$ cat src/rtl/riscv_v_mem_lsu.sv
// ============================================================================
// Module : riscv_v_mem_lsu
// Desc   : Vector MEM stage: registers ALU results, splits vector loads/stores
//          into BUS_W beats on a valid/ready memory port, stalls until done.
// Rev    : 1.0  initial release
// ============================================================================
`default_nettype none

module riscv_v_mem_lsu #(
    parameter int VLEN   = 128,
    parameter int BUS_W  = 32,
    parameter int ADDR_W = 32,
    parameter int RS_W   = 5
) (
    input  logic                clk,
    input  logic                rst,
    input  logic                valid_exe,
    input  logic                is_load_exe,
    input  logic                is_store_exe,
    input  logic [ADDR_W-1:0]   base_addr_exe,
    input  logic [VLEN-1:0]     alu_result_exe,
    input  logic [VLEN/8-1:0]   byte_en_exe,
    input  logic [RS_W-1:0]     rf_wr_addr_exe,
    output logic                stall_mem,
    output logic                mem_req_valid,
    input  logic                mem_req_ready,
    output logic                mem_req_we,
    output logic [ADDR_W-1:0]   mem_req_addr,
    output logic [BUS_W-1:0]    mem_req_wdata,
    output logic [BUS_W/8-1:0]  mem_req_be,
    input  logic                mem_rsp_valid,
    input  logic [BUS_W-1:0]    mem_rsp_rdata,
    output logic [VLEN/8-1:0]   rf_wr_en_mem,
    output logic [RS_W-1:0]     rf_wr_addr_mem,
    output logic [VLEN-1:0]     rf_wr_data_mem
);

    localparam int c_NBEATS = VLEN / BUS_W;
    localparam int c_BB     = BUS_W / 8;
    localparam int c_OFF_W  = $clog2(c_BB);
    localparam int c_BEAT_W = (c_NBEATS > 1) ? $clog2(c_NBEATS) : 1;

    typedef enum logic [1:0] {
        S_IDLE = 2'd0,
        S_REQ  = 2'd1,
        S_WAIT = 2'd2,
        S_DONE = 2'd3
    } state_t;

    state_t                 r_state;
    logic [c_BEAT_W-1:0]    r_beat;
    logic [ADDR_W-1:0]      r_base;
    logic [VLEN-1:0]        r_data;
    logic [VLEN/8-1:0]      r_byte_en;
    logic [RS_W-1:0]        r_rd;
    logic                   r_is_load;
    logic                   r_req_we;
    logic [ADDR_W-1:0]      r_req_addr;
    logic [BUS_W-1:0]       r_req_wdata;
    logic [c_BB-1:0]        r_req_be;
    logic [VLEN/8-1:0]      r_wr_en;
    logic [RS_W-1:0]        r_wr_addr;
    logic [VLEN-1:0]        r_wr_data;

    logic [c_NBEATS-1:0]    w_act_exe;
    logic [c_NBEATS-1:0]    w_act_cap;
    logic [c_BEAT_W:0]      w_first;
    logic [c_BEAT_W:0]      w_next;
    logic [ADDR_W-1:0]      w_base_exe;
    logic                   w_is_mem;
    logic [c_BEAT_W-1:0]    w_l_idx;
    logic [ADDR_W-1:0]      w_l_base;
    logic [VLEN-1:0]        w_l_src;
    logic [VLEN/8-1:0]      w_l_mask;
    logic [ADDR_W-1:0]      w_l_addr;
    logic [BUS_W-1:0]       w_l_wdata;
    logic [c_BB-1:0]        w_l_be;
    logic [VLEN-1:0]        w_merged;

    genvar gi;
    generate
        for (gi = 0; gi < c_NBEATS; gi++) begin : g_beat_act
            assign w_act_exe[gi] = |byte_en_exe[gi*c_BB +: c_BB];
            assign w_act_cap[gi] = |r_byte_en[gi*c_BB +: c_BB];
        end
    endgenerate

    // Lowest active beat at or above start; MSB flags that one was found.
    function automatic logic [c_BEAT_W:0] f_find_beat(input logic [c_NBEATS-1:0] act,
                                                      input int start);
        logic [c_BEAT_W:0] res;
        res = '0;
        for (int k = c_NBEATS - 1; k >= 0; k--) begin
            if (act[k] && (k >= start)) begin
                res = {1'b1, c_BEAT_W'(k)};
            end
        end
        return res;
    endfunction

    assign w_base_exe = base_addr_exe & ~ADDR_W'(c_BB - 1);
    assign w_is_mem   = is_load_exe | is_store_exe;
    assign w_first    = f_find_beat(w_act_exe, 0);
    assign w_next     = f_find_beat(w_act_cap, int'(r_beat) + 1);

    // The beat about to be launched comes from the captured op while in WAIT,
    // otherwise straight from the execute stage on acceptance.
    always_comb begin
        if (r_state == S_WAIT) begin
            w_l_idx  = w_next[c_BEAT_W-1:0];
            w_l_base = r_base;
            w_l_src  = r_data;
            w_l_mask = r_byte_en;
        end else begin
            w_l_idx  = w_first[c_BEAT_W-1:0];
            w_l_base = w_base_exe;
            w_l_src  = alu_result_exe;
            w_l_mask = byte_en_exe;
        end
        w_l_addr  = w_l_base + (ADDR_W'(w_l_idx) << c_OFF_W);
        w_l_wdata = w_l_src[int'(w_l_idx)*BUS_W +: BUS_W];
        w_l_be    = w_l_mask[int'(w_l_idx)*c_BB +: c_BB];
    end

    always_comb begin
        w_merged = r_data;
        for (int b = 0; b < c_BB; b++) begin
            if (r_req_be[b]) begin
                w_merged[int'(r_beat)*BUS_W + b*8 +: 8] = mem_rsp_rdata[b*8 +: 8];
            end
        end
    end

    always_ff @(posedge clk) begin
        if (rst) begin
            r_state     <= S_IDLE;
            r_beat      <= '0;
            r_base      <= '0;
            r_data      <= '0;
            r_byte_en   <= '0;
            r_rd        <= '0;
            r_is_load   <= 1'b0;
            r_req_we    <= 1'b0;
            r_req_addr  <= '0;
            r_req_wdata <= '0;
            r_req_be    <= '0;
            r_wr_en     <= '0;
            r_wr_addr   <= '0;
            r_wr_data   <= '0;
        end else begin
            r_wr_en <= '0;
            case (r_state)
                S_IDLE, S_DONE: begin
                    r_state <= S_IDLE;
                    if (valid_exe && w_is_mem) begin
                        r_base    <= w_base_exe;
                        r_data    <= alu_result_exe;
                        r_byte_en <= byte_en_exe;
                        r_rd      <= rf_wr_addr_exe;
                        r_is_load <= is_load_exe;
                        r_req_we  <= ~is_load_exe;
                        if (w_first[c_BEAT_W]) begin
                            r_state     <= S_REQ;
                            r_beat      <= w_first[c_BEAT_W-1:0];
                            r_req_addr  <= w_l_addr;
                            r_req_wdata <= w_l_wdata;
                            r_req_be    <= w_l_be;
                        end else begin
                            r_state <= S_DONE;
                            if (is_load_exe) begin
                                r_wr_en   <= byte_en_exe;
                                r_wr_addr <= rf_wr_addr_exe;
                                r_wr_data <= alu_result_exe;
                            end
                        end
                    end else if (valid_exe) begin
                        r_wr_en   <= byte_en_exe;
                        r_wr_addr <= rf_wr_addr_exe;
                        r_wr_data <= alu_result_exe;
                    end
                end
                S_REQ: begin
                    if (mem_req_ready) begin
                        r_state <= S_WAIT;
                    end
                end
                S_WAIT: begin
                    if (mem_rsp_valid) begin
                        if (r_is_load) begin
                            r_data <= w_merged;
                        end
                        if (w_next[c_BEAT_W]) begin
                            r_state     <= S_REQ;
                            r_beat      <= w_next[c_BEAT_W-1:0];
                            r_req_addr  <= w_l_addr;
                            r_req_wdata <= w_l_wdata;
                            r_req_be    <= w_l_be;
                        end else begin
                            r_state <= S_DONE;
                            if (r_is_load) begin
                                r_wr_en   <= r_byte_en;
                                r_wr_addr <= r_rd;
                                r_wr_data <= w_merged;
                            end
                        end
                    end
                end
                default: r_state <= S_IDLE;
            endcase
        end
    end

    assign stall_mem      = (r_state == S_REQ) || (r_state == S_WAIT);
    assign mem_req_valid  = (r_state == S_REQ);
    assign mem_req_we     = r_req_we;
    assign mem_req_addr   = r_req_addr;
    assign mem_req_wdata  = r_req_wdata;
    assign mem_req_be     = r_req_be;
    assign rf_wr_en_mem   = r_wr_en;
    assign rf_wr_addr_mem = r_wr_addr;
    assign rf_wr_data_mem = r_wr_data;

endmodule

`default_nettype wire
$ cat config.mk
export PLATFORM = sky130hd
export DESIGN_NAME = riscv_v_mem_lsu
export DESIGN_NICKNAME = d
export VERILOG_FILES = /design/src/rtl/riscv_v_mem_lsu.sv
export SDC_FILE = /design/constraint.sdc
export NUM_CORES = 1
export LEC_CHECK = 0
export BUFFER_PORTS_ARGS = -buffer_cell sky130_fd_sc_hd__buf_2
export CORE_ASPECT_RATIO = 0.6
export CORE_MARGIN = 5
export CORE_UTILIZATION = 25
export CTS_CLUSTER_SIZE = 20
export DETAILED_ROUTE_END_ITERATION = 10
export GPL_TIMING_DRIVEN = 1
export PLACE_DENSITY = 0.44
export SYNTH_ARGS = -nofsm -noshare
export SYNTH_HDL_FRONTEND = slang
export SYNTH_SLANG_ARGS = --single-unit
$ cat constraint.sdc
create_clock -name clk -period 5.3 [get_ports clk]
set_input_delay 0.265 -clock clk [delete_from_list [all_inputs] [get_ports clk]]
set_output_delay 0.265 -clock clk [all_outputs]
set_load 0.1 [all_outputs]
# --- Word level (Yosys, flattened, before mapping) ---
# Index checks and enable logic that the tools add are counted.
totals:
  ff_bits: 402
  output_inout_bits: 220
  inputBits: 220
  elab_cells: 147
classes:
  add_sub_neg: 9
  shifts: 10
  n_reduce_logical: 22
  n_mux: 73
  eq_ne: 13
  bitwise: 2
  magnitude_cmp: 4
ops:
  columns: ["op", "n"]
  rows:
  - ["two-way mux 128 bit", 14]
  - ["bitwise mux 128 bit", 4]
  - ["case mux 128 bit (2 select lines)", 2]
  - ["variable shift 8 x 33 -> 128 bit, first input constant", 4]
  - ["variable part select 8 x 33 -> 128 bit", 4]
  - ["two-way mux 32 bit", 9]
  - ["two-way mux 16 bit", 8]
  - ["case mux 32 bit (2 select lines)", 2]
  - ["variable part select 128 x 8 -> 32 bit", 1]
  - ["negation 8 -> 33 bit", 3]
  - ["two-way mux 5 bit", 7]
  - ["negation 7 -> 33 bit", 1]
  - ["adder 32 x 4 -> 32 bit", 1]
  - ["case mux 16 bit (2 select lines)", 1]
  - ["OR reduction 4 bit", 8]
  - ["two-way mux 3 bit", 8]
  - ["two-way mux 2 bit", 10]
  - ["adder 7 x 5 -> 8 bit, second input constant", 2]
  - ["two-way mux 4 bit", 4]
  - ["variable part select 16 x 5 -> 4 bit", 1]
  - ["inequality test 2 bit, second input constant", 6]
  - ["case mux 5 bit (2 select lines)", 1]
  - ["inequality test 3 bit, second input constant", 3]
  - ["adder 7 x 4 -> 8 bit, second input constant", 1]
  - ["other kinds (20)", 28]

# --- Depth between registers and ports, before layout ---
# Gate-level depths: netlist (run 1).
logic_depth:
  word_depth: 14
  ltp_mapped: 18

# --- Worst setup path after synthesis (run 1) ---
# Ideal clock, no wire load.
synth_path:
  path_type: "register -> register"
  startpoint: "reg r_beat[0]"
  endpoint: "reg r_req_addr[20], in the netlist mem_req_addr[20]"
  path_slack_ps: 1506
  required_ps: 5174
  path_stages_with_launch: 18
  synth_period_minus_slack_ps: 3794
  n_path_buf: 3
  t_arrival_ps: 3667
  path_cell_list: "dfxtp_1 > clkbuf_1 > inv_1 > ha_1 > or2_2 > a211oi_1 > o211a_1 > or2_1 > buf_2 > buf_2 > ha_1 > fa_1 > inv_1 > nor2_1 > nand4_1 > a221oi_1 > xor2_1 > o21ai_0"
synth_via:
  elab_chain_cells: 12
synth_lines:
  columns: ["element", "line", "rtl"]
  rows:
  - ["start: declaration", "51", "logic [c_BEAT_W-1:0] r_beat;"]
  - ["start signal: assignment", "164", "r_beat <= w_first[c_BEAT_W-1:0];"]
  - ["start signal: assignment", "194", "r_beat <= w_next[c_BEAT_W-1:0];"]
  - ["adder 2 x 1 -> 3 bit (*)", "104", "assign w_next = f_find_beat(w_act_cap, int'(r_beat) + 1);"]
  - [">= comparator 2 x 3 -> 1 bit", "94", "if (act[k] && (k >= start)) begin"]
  - ["logical AND 1 bit", "94", null]
  - ["two-way mux 3 bit (3 in series)", "94", null]
  - ["two-way mux 3 bit (*)", "94", null]
  - ["two-way mux 2 bit (*)", "109", "if (r_state == S_WAIT) begin"]
  - ["via w_l_idx[0]", "71", "logic [c_BEAT_W-1:0] w_l_idx;"]
  - ["adder 32 x 4 -> 32 bit (*)", "120", "w_l_addr = w_l_base + (ADDR_W'(w_l_idx) << c_OFF_W);"]
  - ["two-way mux 32 bit, on equally long branches", "192, 162", null]
  - ["two-way mux 32 bit, on equally long branches", "188, 155", null]
  - ["case mux 32 bit (2 select lines) (*)", "152", "case (r_state)"]
  - ["end signal: assignment", "165", "r_req_addr <= w_l_addr;"]
  - ["end signal: assignment", "195", "r_req_addr <= w_l_addr;"]
  - ["end: declaration", "58", "logic [ADDR_W-1:0] r_req_addr;"]
# Mark *: on every way through the listed nets, which the timed path passes. The rest lies on a longest branch. The select of a mux whose other input is x is not followed.
# A chain may end at the register's enable or synchronous reset.

# --- Final worst setup path (run 1) ---
layout_path:
  startpoint: "reg r_beat[1]"
  endpoint: "reg r_req_addr[26], in the netlist mem_req_addr[26]"
layout_via:
  elab_chain_cells: 12
layout_lines:
  columns: ["element", "line"]
  rows:
  - ["adder 2 x 1 -> 3 bit (*)", "104"]
  - [">= comparator 2 x 3 -> 1 bit", "94"]
  - ["logical AND 1 bit", "94"]
  - ["two-way mux 3 bit (3 in series)", "94"]
  - ["two-way mux 3 bit (*)", "94"]
  - ["two-way mux 2 bit", "109"]
  - ["adder 32 x 4 -> 32 bit", "120"]
  - ["two-way mux 32 bit, on equally long branches", "192, 162"]
  - ["two-way mux 32 bit, on equally long branches", "188, 155"]
  - ["case mux 32 bit (2 select lines)", "152"]
# Every way passes the cells marked *; elsewhere a longest branch is shown, timed or not. The select of a mux whose other input is x is not followed.

==> impl_metrics.py, run 1 <==
metrics = {
    "cells_and_area": {
        "instances_no_fill": 3657,
        "areaGrowthSynthToFinish_pct": 26.4,
        "fin_nets": 2831,
        "post-route-util": 0.317,
        "drive_gt1_frac": 0.247,
    },
    "sta": {
        "finClkSkew_ns": 0.0233,
        "setup_violations": 0,
        "layout_min_cycle_time_ns": 4.73,
        "relSlewSlack": 0.138,
        "tns_ns": 0,
        "hold_viol_final": 0,
        "slew_violations": 0,
        "worst_hold_slack_ns": 0.0834,
        "fmax_ghz": 0.211,
        "min_period_over_period": 0.893,
        "rsz0062_at_grt": "false",
        "tightest_slew_ns": 1.29,
    },
    "synth": {
        "yosys_warnings": 0,
        "ys_types": 59,
        "ys_ff_latch": 400,
        "yosysSeqAreaShare": 0.414,
        "synthFlopType": "dfxtp_1",
        "synth_compound_area_frac": 0.305,
        "synth_area_sq_mm": 0.0193,
        "synth_edf_count": 0,
        "synth.avg_cell_area_sq_um": 8.64,
        "synth_adder_area_share": 0.00815,
        "synth_top_family_by_area": "compound AO/OA/AOI/OAI gates",
        "synthCells": 2237,
        "synthXorXnorAreaFrac": 0.0109,
        "synth_simple_gate_area_frac": 0.160,
        "synth_mux_area_frac": 0.0513,
        "synth_async_sr_flop_share": 0,
    },
    "floorplan": {
        "die_w_microns": 369,
        "core_sq_mm": 0.0771,
        "dieArea_sq_mm": 0.0832,
        "ioPinCount": 440,
        "start_util": 0.251,
        "die_height_microns": 225,
        "core.rowCount": 79,
    },
    "route": {
        "drtPass1Iterations": 6,
        "routedWlPerCell_microns": 25.4,
        "drc": 0,
        "routed_wl_microns": 92800,
        "drt_iter0_drc": 2301,
        "antenna_left": 0,
        "via_per_inst": 5.40,
        "vias": 19700,
    },
    "cts": {
        "cts_tree": "built",
        "root_buffer": "clkbuf_16",
        "cts_resized": 0,
        "cts.sinks": 400,
        "cts_max_level": 2,
        "path_clk_slew_ns": 0.06,
        "numCtsBuffers": 47,
        "clkLatencyLatePin_ns": 0.61,
        "cts_max_path_buffers": 3,
    },
    "worst_setup_path": {
        "cp-endpoint": "mem_req_addr[26]$_SDFFE_PP0P_",
        "crit_path_max_fanout": 7,
        "end_kind": "register",
        "crit_path_start_kind": "register",
        "worstPathArrival_ns": 5.17,
        "reg2reg_to": "mem_req_addr[26]$_SDFFE_PP0P_",
        "required_ns": 5.74,
        "rr_startpoint": "r_beat[1]$_SDFFE_PP0P_",
        "rrSetupSlack_ns": 0.57,
        "r2r.worst_path.cells": 14,
        "worst-setup-path-type": "register to register",
        "cp-startpoint": "r_beat[1]$_SDFFE_PP0P_",
    },
    "pwr": {
        "p_leak_nw": 9.25,
        "powerDensity_mw_per_mm2": 441,
        "ir_drop_mv": 0.204,
    },
    "placed_design": {
        "dp_hpwl_microns": 66900,
        "gp_congestion": 0.854,
        "io_buffers": 435,
        "place_inst": 3510,
    },
    "global_route": {
        "grt-ovfl-total": 0,
        "grt_pass1_wl_microns": 132000,
        "grt_antenna_before_repair": 19,
        "track_usage": 0.212,
        "grt_pass1_vias": 18400,
        "grt_max_degree": 157,
    },
    "job": {
        "max_cap_violations": 0,
    },
    "min_path": {
        "min_path_cells": 2,
        "holdCritPathClass": "input pin to register",
    },
    "outcome": {
        "run_status": "finished clean",
    },
}
-- cells in the mapped netlist, types with 17 or more instances --
cell type  instances  area (sq um)
nand2_1          157           589
buf_2             25           125
buf_4             17           128
dfxtp_1          400          8010
a311oi_1          35           307
a221oi_1          79           692
a211oi_1         258          1940
a21oi_1          159           796
o211ai_1          41           308
a22oi_1           17           128
nand3_1           23           115
xor2_1            17           149
a222oi_1          45           450
a211oi_2          35           438
mux2_2            48           541
clkbuf_1         161           604
a221o_1           31           310
nand3b_1          27           203
mux2i_1           45           450
o21ai_0           61           305
nor2_1           340          1280
nor2b_1           80           500
and2_1            17           106
-- routing by layer --
layer / up-vias / wire (microns) / global-route usage
met3: 94 / 10100 / 0.0742
li1: 9146 / - / -
met4: 4 / 1520 / 0.0466
met5: - / 21 / 0
met2: 777 / 36000 / 0.284
met1: 9720 / 45100 / 0.320
-- kinds of logic (layout without fill, tap and decap cells) --
logic type      count (synthesis)  after routing
simple gates                  690            690
xor+xnor                       24             24
mux                            93             93
compound gates                786            786
buf+inv                       231            624
fa+ha+maj                      12             12
other cells                     1             16
flops                         400            400
-- layout make-up --
| class | count | area [sq um] |
|---|---|---|
| Antenna cell | 14 | 35.0 |
| Sequential cell | 400 | 8010 |
| Multi-Input combinational cell | 1607 | 10400 |
| Inverter | 9 | 33.8 |
| Clock inverter | 19 | 270 |
| Clock buffer | 62 | 1280 |
| Fill cell | 8182 | 52700 |
| Tap cell | 1012 | 1270 |
| Timing Repair Buffer | 534 | 3120 |
-- placed cells by master, fill, tap and decap left out, types with 5 or more instances in the layout --
master and instances:
ha_1 10, a221oi_1 78, bufinv_16 6, a21boi_0 5
nor3_1 12, clkbuf_16 48, inv_1 7, o211ai_1 41
a222oi_1 45, mux2_2 48, nand2_1 157, o21ai_0 61
a311oi_1 35, diode_2 14, a211oi_2 35, and2_1 17
clkbuf_1 11, a211oi_1 258, buf_2 434, buf_12 5
dfxtp_1 400, xor2_1 17, buf_4 42, nand3_1 22
a221o_1 31, a21oi_1 159, xnor2_1 7, nor2_1 340
clkinv_2 9, nand3b_1 27, nand4_1 5, nor2b_1 79
nor4_1 7, dlygate4sd3_1 52, a22oi_1 17, mux2i_1 45
-- sequential cells by signal, summed over array words and instances, names as in the netlist --
name	flops
r_data	128
rf_wr_data_mem	128
mem_req_wdata	32
mem_req_addr	30
r_base	30
r_byte_en	16
rf_wr_en_mem	16
r_rd	5
rf_wr_addr_mem	5
mem_req_be	4
r_beat	2
r_state	2
mem_req_we	1
r_is_load	1
-- worst min path at each step --
stage | start | end
after detailed placement | r_base[3]$_SDFFE_PP0P_ | r_base[3]$_SDFFE_PP0P_
after global routing | rst | r_base[21]$_SDFFE_PP0P_
after CTS | rst | r_is_load$_SDFFE_PP0P_
final | rst | mem_req_addr[16]$_SDFFE_PP0P_
after floorplan | base_addr_exe[11] | r_base[11]$_SDFFE_PP0P_
after global placement | r_base[2]$_SDFFE_PP0P_ | r_base[2]$_SDFFE_PP0P_
-- worst max-delay path, stage by stage, from the launching register on --
cell      delay [ns]
dfxtp_1         0.41
inv_1           0.15
ha_1            0.32
or2_2           0.35
a211oi_1        0.30
o211a_1         0.20
or2_2           0.13
ha_1            0.20
fa_1            0.32
inv_1           0.11
nor2_1          0.87
nand3_1         0.55
nor4_1          0.39
xor2_1          0.17
o21ai_0         0.09
-- through the flow --
step                instance area (sq um)  total power, mW  setup slack [ns]
floorplan                           19300             6.47              1.51
global placement                    22300             7.36             0.879
detailed placement                  22300             7.40             0.816
CTS                                 24400             10.9             0.761
global route                        24400             11.3             0.431
finish                              24400             10.8             0.567
-- power breakdown --
part | leakage (nW) | switching (mW) | internal, mW
clock network | 0.768 | 1.40 | 2.00
registers | 3.30 | 0.272 | 3.39
logic | 5.18 | 2.92 | 0.791
total | 9.25 | 4.60 | 6.18
-- what timing repair did --
action	4_1_cts	5_1_grt
endpoints found under the hold margin	70	0
hold buffers	52	0
setup buffers	0	0
setup endpoints to repair	0	0
Note: power is estimated with default switching activity, not from simulation.
==> inputs of run 2 (changes only) <==
- PLACE_DENSITY: 0.44 -> 0.52
- SLEW_MARGIN: unset -> 10
==> run 2 against run 1 <==
Wire length down 3.6%. Cell count decreased by 0.19%. Power is 1.7% lower. Sequential cell count stayed put. Count of clock-buffer cells in the layout down 2. Largest cell class unchanged. Highest routed layer unchanged. Critical path type unchanged. Die area is the same. Maximum frequency rose by 14%. Clock skew grew 0.0014 ns.
==> impl_metrics.py, run 2 (synthesized netlist as in run 1, its figures left out) <==
metrics = {
    "sta": {
        "tightest_slew_ns": 1.20,
        "layout_min_cycle_time_ns": 4.14,
        "tns_ns": 0,
        "slew_violations": 0,
        "setup_violations": 0,
        "hold_viol_final": 0,
        "rsz0062_at_grt": "false",
        "finClkSkew_ns": 0.0247,
        "min_period_over_period": 0.781,
        "relSlewSlack": 0.197,
        "fmax_ghz": 0.242,
    },
    "pwr": {
        "p_comb_frac": 0.349,
        "clock_power_share": 0.307,
        "powerDensity_mw_per_mm2": 435,
        "net-switching-power_mw": 4.54,
        "p_seq_frac": 0.344,
        "internal_power_mw": 6.05,
        "ir_drop_mv": 0.207,
        "swShare": 0.428,
        "p_leak_nw": 9.20,
    },
    "cts": {
        "cts_max_path_buffers": 3,
        "numCtsBuffers": 44,
        "cts_tree": "built",
        "post-cts-setup-buffers": 0,
        "cts.sinks": 400,
        "cts-hold-fix-buffers": 52,
        "clkLatencyLatePin_ns": 0.59,
        "cts_max_level": 2,
        "path_clk_slew_ns": 0.07,
        "root_buffer": "clkbuf_16",
        "cts_resized": 0,
    },
    "floorplan": {
        "dieArea_sq_mm": 0.0832,
        "core.rowCount": 79,
        "die_height_microns": 225,
        "die_w_microns": 369,
        "start_util": 0.251,
        "core_sq_mm": 0.0771,
        "ioPinCount": 440,
    },
    "route": {
        "drtPass1Iterations": 10,
        "drc": 0,
        "drt_iter0_drc": 2550,
        "via_per_inst": 5.30,
        "antenna_left": 0,
        "routed_wl_microns": 89400,
        "vias": 19400,
        "routedWlPerCell_microns": 24.5,
    },
    "worst_setup_path": {
        "required_ns": 5.74,
        "r2r.worst_path.cells": 14,
        "rrSetupSlack_ns": 1.16,
        "crit_path_start_kind": "register",
        "worstPathArrival_ns": 4.58,
        "cp-endpoint": "mem_req_addr[15]$_SDFFE_PP0P_",
        "rr_startpoint": "r_beat[0]$_SDFFE_PP0P_",
        "slowest_stage": "dfxtp_1",
        "crit_family": "simple AND/OR/NAND/NOR gates",
        "path_cells": "inv_1 -> ha_1 -> or2_2 -> o2bb2ai_1 -> a41oi_4 -> inv_1 -> ha_1 -> a21oi_1 -> nor2_1 -> buf_4 -> nand3_1 -> a211oi_1 -> xor2_1 -> o21ai_0",
        "cp.depth": 14,
        "cp-startpoint": "r_beat[0]$_SDFFE_PP0P_",
        "crit_path_max_fanout": 11,
        "worst-setup-path-type": "register to register",
        "reg2reg_to": "mem_req_addr[15]$_SDFFE_PP0P_",
        "end_kind": "register",
        "critical_path_buf_inv_count": 3,
        "cp_slowest_stage_delay_ns": 0.54,
    },
    "placed_design": {
        "gp_congestion": 0.866,
        "io_buffers": 435,
        "place_inst": 3507,
        "dp_hpwl_microns": 64500,
    },
    "cells_and_area": {
        "layout.cells.most_common_list": "buf_2 (434), dfxtp_1 (400), nor2_1 (340), a211oi_1 (258), a21oi_1 (159)",
        "areaGrowthSynthToFinish_pct": 25.9,
        "post-route-util": 0.316,
        "final_common_cell": "buf_2",
        "fin_nets": 2825,
        "instances_no_fill": 3650,
        "drive_gt1_frac": 0.246,
    },
    "outcome": {
        "run_status": "finished clean",
    },
    "min_path": {
        "holdCritPathClass": "input pin to register",
    },
    "job": {
        "max_cap_violations": 0,
    },
    "global_route": {
        "grt_pass1_wl_microns": 126000,
        "grt_pass1_vias": 17500,
        "track_usage": 0.203,
        "grt-ovfl-total": 0,
        "grt_antenna_before_repair": 23,
        "grt_max_degree": 175,
    },
}
==> run 2: changes by cell type in the layout (fill, tap and decap cells not counted), sizes merged <==
cell      change
buf           -3
clkbuf        -2
bufinv        -2
inv           +1
clkinv        -3
diode         +1
clkinvlp      +1
==> run 2: tightest hold or removal path, delay by kind of cell <==
kind                   cells  cell delay [ns]
AO/OA/AOI/OAI              1             0.11
buffers and inverters      2             0.14
AND/OR/NAND/NOR            2             0.13
==> run 2: layout make-up <==
cell class	instances	area, sq um
fillers	8265	52800
multi-input cells	1607	10400
flip-flops and latches	400	8010
repair buffers	531	3110
clock buffers	60	1270
well taps	1012	1270
clock inverters	16	198
diodes	15	37.5
inverters	9	33.8
==> run 2: per-layer routing <==
layer,wire length (microns),GRT usage,vias to the layer above
met3,9060,0.0663,96
met2,33900,0.257,805
li1,-,-,9131
met5,34,0,-
met4,1760,0.0516,6
met1,44700,0.318,9313
==> run 2: power groups by stage <==
stage                     Sequential [mW]  Clock (mW)  Combinational [mW]
after floorplan                      5.24           0                1.24
after global placement               3.70           0                3.64
final                                3.65        3.25                3.69
after detailed placement             3.70           0                3.65
after global routing                 3.69        3.45                3.89
after CTS                            3.64        3.33                3.69
==> run 2: stage by stage <==
step           instance area (sq um)  setup WS, ns  hold WS, ns  power, mW
5_1_grt                        24300         0.870       0.0944       11.0
3_5_place_dp                   22300          1.26        0.444       7.35
2_1_floorplan                  19300          1.51        0.401       6.47
4_1_cts                        24300          1.22       0.0524       10.7
3_3_place_gp                   22300          1.29        0.440       7.34
6_report                       24300          1.16        0.102       10.6
==> run 2: how the worst min path moves through the flow <==
stage                                  from                      endpoint  slack (ns)  cells after the start
6_report                      mem_req_ready       r_state[1]$_SDFFE_PP0P_        0.10                      5
5_1_grt                       mem_req_ready       r_state[1]$_SDFFE_PP0P_        0.09                      5
4_1_cts                       mem_req_ready       r_state[1]$_SDFFE_PP0P_        0.05                      5
3_5_place_dp   mem_req_addr[8]$_SDFFE_PP0P_  mem_req_addr[8]$_SDFFE_PP0P_        0.44                      2
3_3_place_gp   mem_req_addr[9]$_SDFFE_PP0P_  mem_req_addr[9]$_SDFFE_PP0P_        0.44                      2
2_1_floorplan             base_addr_exe[11]       r_base[11]$_SDFFE_PP0P_        0.40                      2
==> inputs of run 3 (changes only) <==
- clock period: 5.3 -> 3.9 ns (I/O delays scaled with it)
==> run 3 against run 2 <==
Combinational power rose by 39%. Sequential power is 36% higher. Register-to-register slack worse by 0.86 ns. Sequential share of layout area down 1.0 points. Count of clock-buffer cells in the layout shrank 1. First-iteration DRC count fell by 5.3%. Maximum frequency is 15% higher. Largest cell class unchanged.
==> impl_metrics.py, run 3 (synthesized netlist as in run 1, its figures left out) <==
metrics = {
    "outcome": {
        "run_status": "finished clean",
    },
    "cts": {
        "cts-hold-fix-buffers": 53,
        "post-cts-setup-buffers": 0,
        "cts.sinks": 400,
        "numCtsBuffers": 44,
        "cts_resized": 0,
        "cts_tree": "built",
        "root_buffer": "clkbuf_16",
        "clkLatencyLatePin_ns": 0.60,
        "cts_max_level": 2,
        "path_clk_slew_ns": 0.07,
        "cts_max_path_buffers": 3,
    },
    "cells_and_area": {
        "drive_gt1_frac": 0.265,
        "fillers": 8138,
        "layout.cells.most_common_list": "buf_2 (434), dfxtp_1 (400), nor2_1 (340), a211oi_1 (258), a21oi_1 (159)",
        "final_common_cell": "buf_2",
        "multi_input_area_sq_mm": 0.0104,
        "seqCellArea_sq_mm": 0.00801,
        "areaGrowthSynthToFinish_pct": 29.9,
        "fin_nets": 2889,
    },
    "pwr": {
        "powerDensity_mw_per_mm2": 592,
        "ir_drop_mv": 0.311,
        "p_leak_nw": 9.64,
        "power_mw": 14.9,
        "p_comb_frac": 0.345,
        "net-switching-power_mw": 6.20,
        "internal_power_mw": 8.66,
        "swShare": 0.417,
        "clock_power_share": 0.322,
        "p_seq_frac": 0.334,
    },
    "sta": {
        "slew_violations": 0,
        "layout_min_cycle_time_ns": 3.60,
        "relSlewSlack": 0.334,
        "setup_violations": 0,
        "hold_viol_final": 0,
        "rsz0062_at_grt": "false",
        "finClkSkew_ns": 0.0251,
        "min_period_over_period": 0.924,
        "fmax_ghz": 0.278,
        "tns_ns": 0,
        "tightest_slew_ns": 0.999,
        "worst_slack_ns": 0.297,
    },
    "route": {
        "routedWlPerCell_microns": 24.1,
        "drtPass1Iterations": 8,
        "drt_iter0_drc": 2415,
        "antenna_left": 0,
        "drc": 0,
        "vias": 19500,
        "via_per_inst": 5.25,
        "routed_wl_microns": 89400,
    },
    "global_route": {
        "track_usage": 0.204,
        "grt-ovfl-total": 0,
        "grt_max_degree": 153,
        "grt_pass1_vias": 17600,
        "grt_antenna_before_repair": 20,
        "grt_pass1_wl_microns": 127000,
    },
    "job": {
        "max_cap_violations": 0,
    },
    "floorplan": {
        "core_sq_mm": 0.0771,
        "die_height_microns": 225,
        "ioPinCount": 440,
        "core.rowCount": 79,
        "die_w_microns": 369,
        "start_util": 0.251,
        "dieArea_sq_mm": 0.0832,
    },
    "placed_design": {
        "gp_congestion": 0.851,
        "dp_hpwl_microns": 65000,
        "pre_cts_slack_ns": 0.334,
        "io_buffers": 435,
    },
    "min_path": {
        "holdCritPathClass": "input pin to register",
    },
    "worst_setup_path": {
        "end_kind": "register",
        "crit_path_max_fanout": 8,
        "worstPathArrival_ns": 4.11,
        "required_ns": 4.40,
        "crit_path_start_kind": "register",
        "worst-setup-path-type": "register to register",
    },
}
-- run 3: cell types whose count changed in the layout (fill, tap and decap cells not counted), sizes merged --
cell / delta
clkinvlp: +2
inv: -1
bufinv: +5
dlygate4sd3: +1
diode: -4
buf: +63
clkbuf: -1
-- run 3: layer usage --
metal	up-vias	GRT usage	wire length (microns)
met2	830	0.264	34100
met1	9289	0.318	44300
met3	86	0.0677	9610
met4	4	0.0410	1360
li1	9282	-	-
met5	-	0	23
-- run 3: area by class of cell --
type | count | area share
Tap cell | 1012 | 0.0504
Timing Repair Buffer | 595 | 0.148
Inverter | 9 | 0.00135
Multi-Input combinational cell | 1607 | 0.415
Antenna cell | 11 | 0.00110
Sequential cell | 400 | 0.319
Clock inverter | 22 | 0.0145
Clock buffer | 59 | 0.0506
-- run 3: worst max-delay path: stages, from the launching register on --
cell and delay (ns):
dfxtp_1 0.48, inv_1 0.10, buf_4 0.18, ha_1 0.26, o41a_1 0.19, o211a_1 0.26
or2_2 0.33, ha_1 0.24, fa_1 0.42, inv_1 0.09, nor2_1 0.06, buf_4 0.19
nand3_1 0.28, nor3_1 0.11, xor2_1 0.15, o21ai_0 0.16
-- run 3: power groups by stage --
| stage | sequential (mW) | combinational (mW) | clock [mW] |
|---|---|---|---|
| after CTS | 4.95 | 5.12 | 4.89 |
| after detailed placement | 5.04 | 5.07 | 0 |
| after global routing | 5.02 | 5.40 | 5.05 |
| after floorplan | 7.11 | 1.68 | 0 |
| after global placement | 5.03 | 5.06 | 0 |
| final | 4.96 | 5.12 | 4.78 |
-- run 3: path summary, 6_finish.rpt --
kind                            from                       endpoint  cells after the start  slack (ns)
min                alu_result_exe[1]         r_data[1]$_SDFFE_PP0P_                      3        0.08
max reg2reg   r_beat[0]$_SDFFE_PP0P_  mem_req_addr[24]$_SDFFE_PP0P_                     15        0.30
max           r_beat[0]$_SDFFE_PP0P_  mem_req_addr[24]$_SDFFE_PP0P_                     15        0.30
min reg2reg  r_base[26]$_SDFFE_PP0P_        r_base[26]$_SDFFE_PP0P_                      2        0.45
-- run 3: stage by stage --
step,instances,area [sq um],hold WS [ns],util
6_report,3715,25100,0.0784,0.326
5_1_grt,3712,25100,0.0622,0.326
4_1_cts,3704,25100,0.0267,0.325
3_5_place_dp,3570,22900,0.447,0.297
3_3_place_gp,3570,22900,0.440,0.297
2_1_floorplan,2238,19300,0.331,-
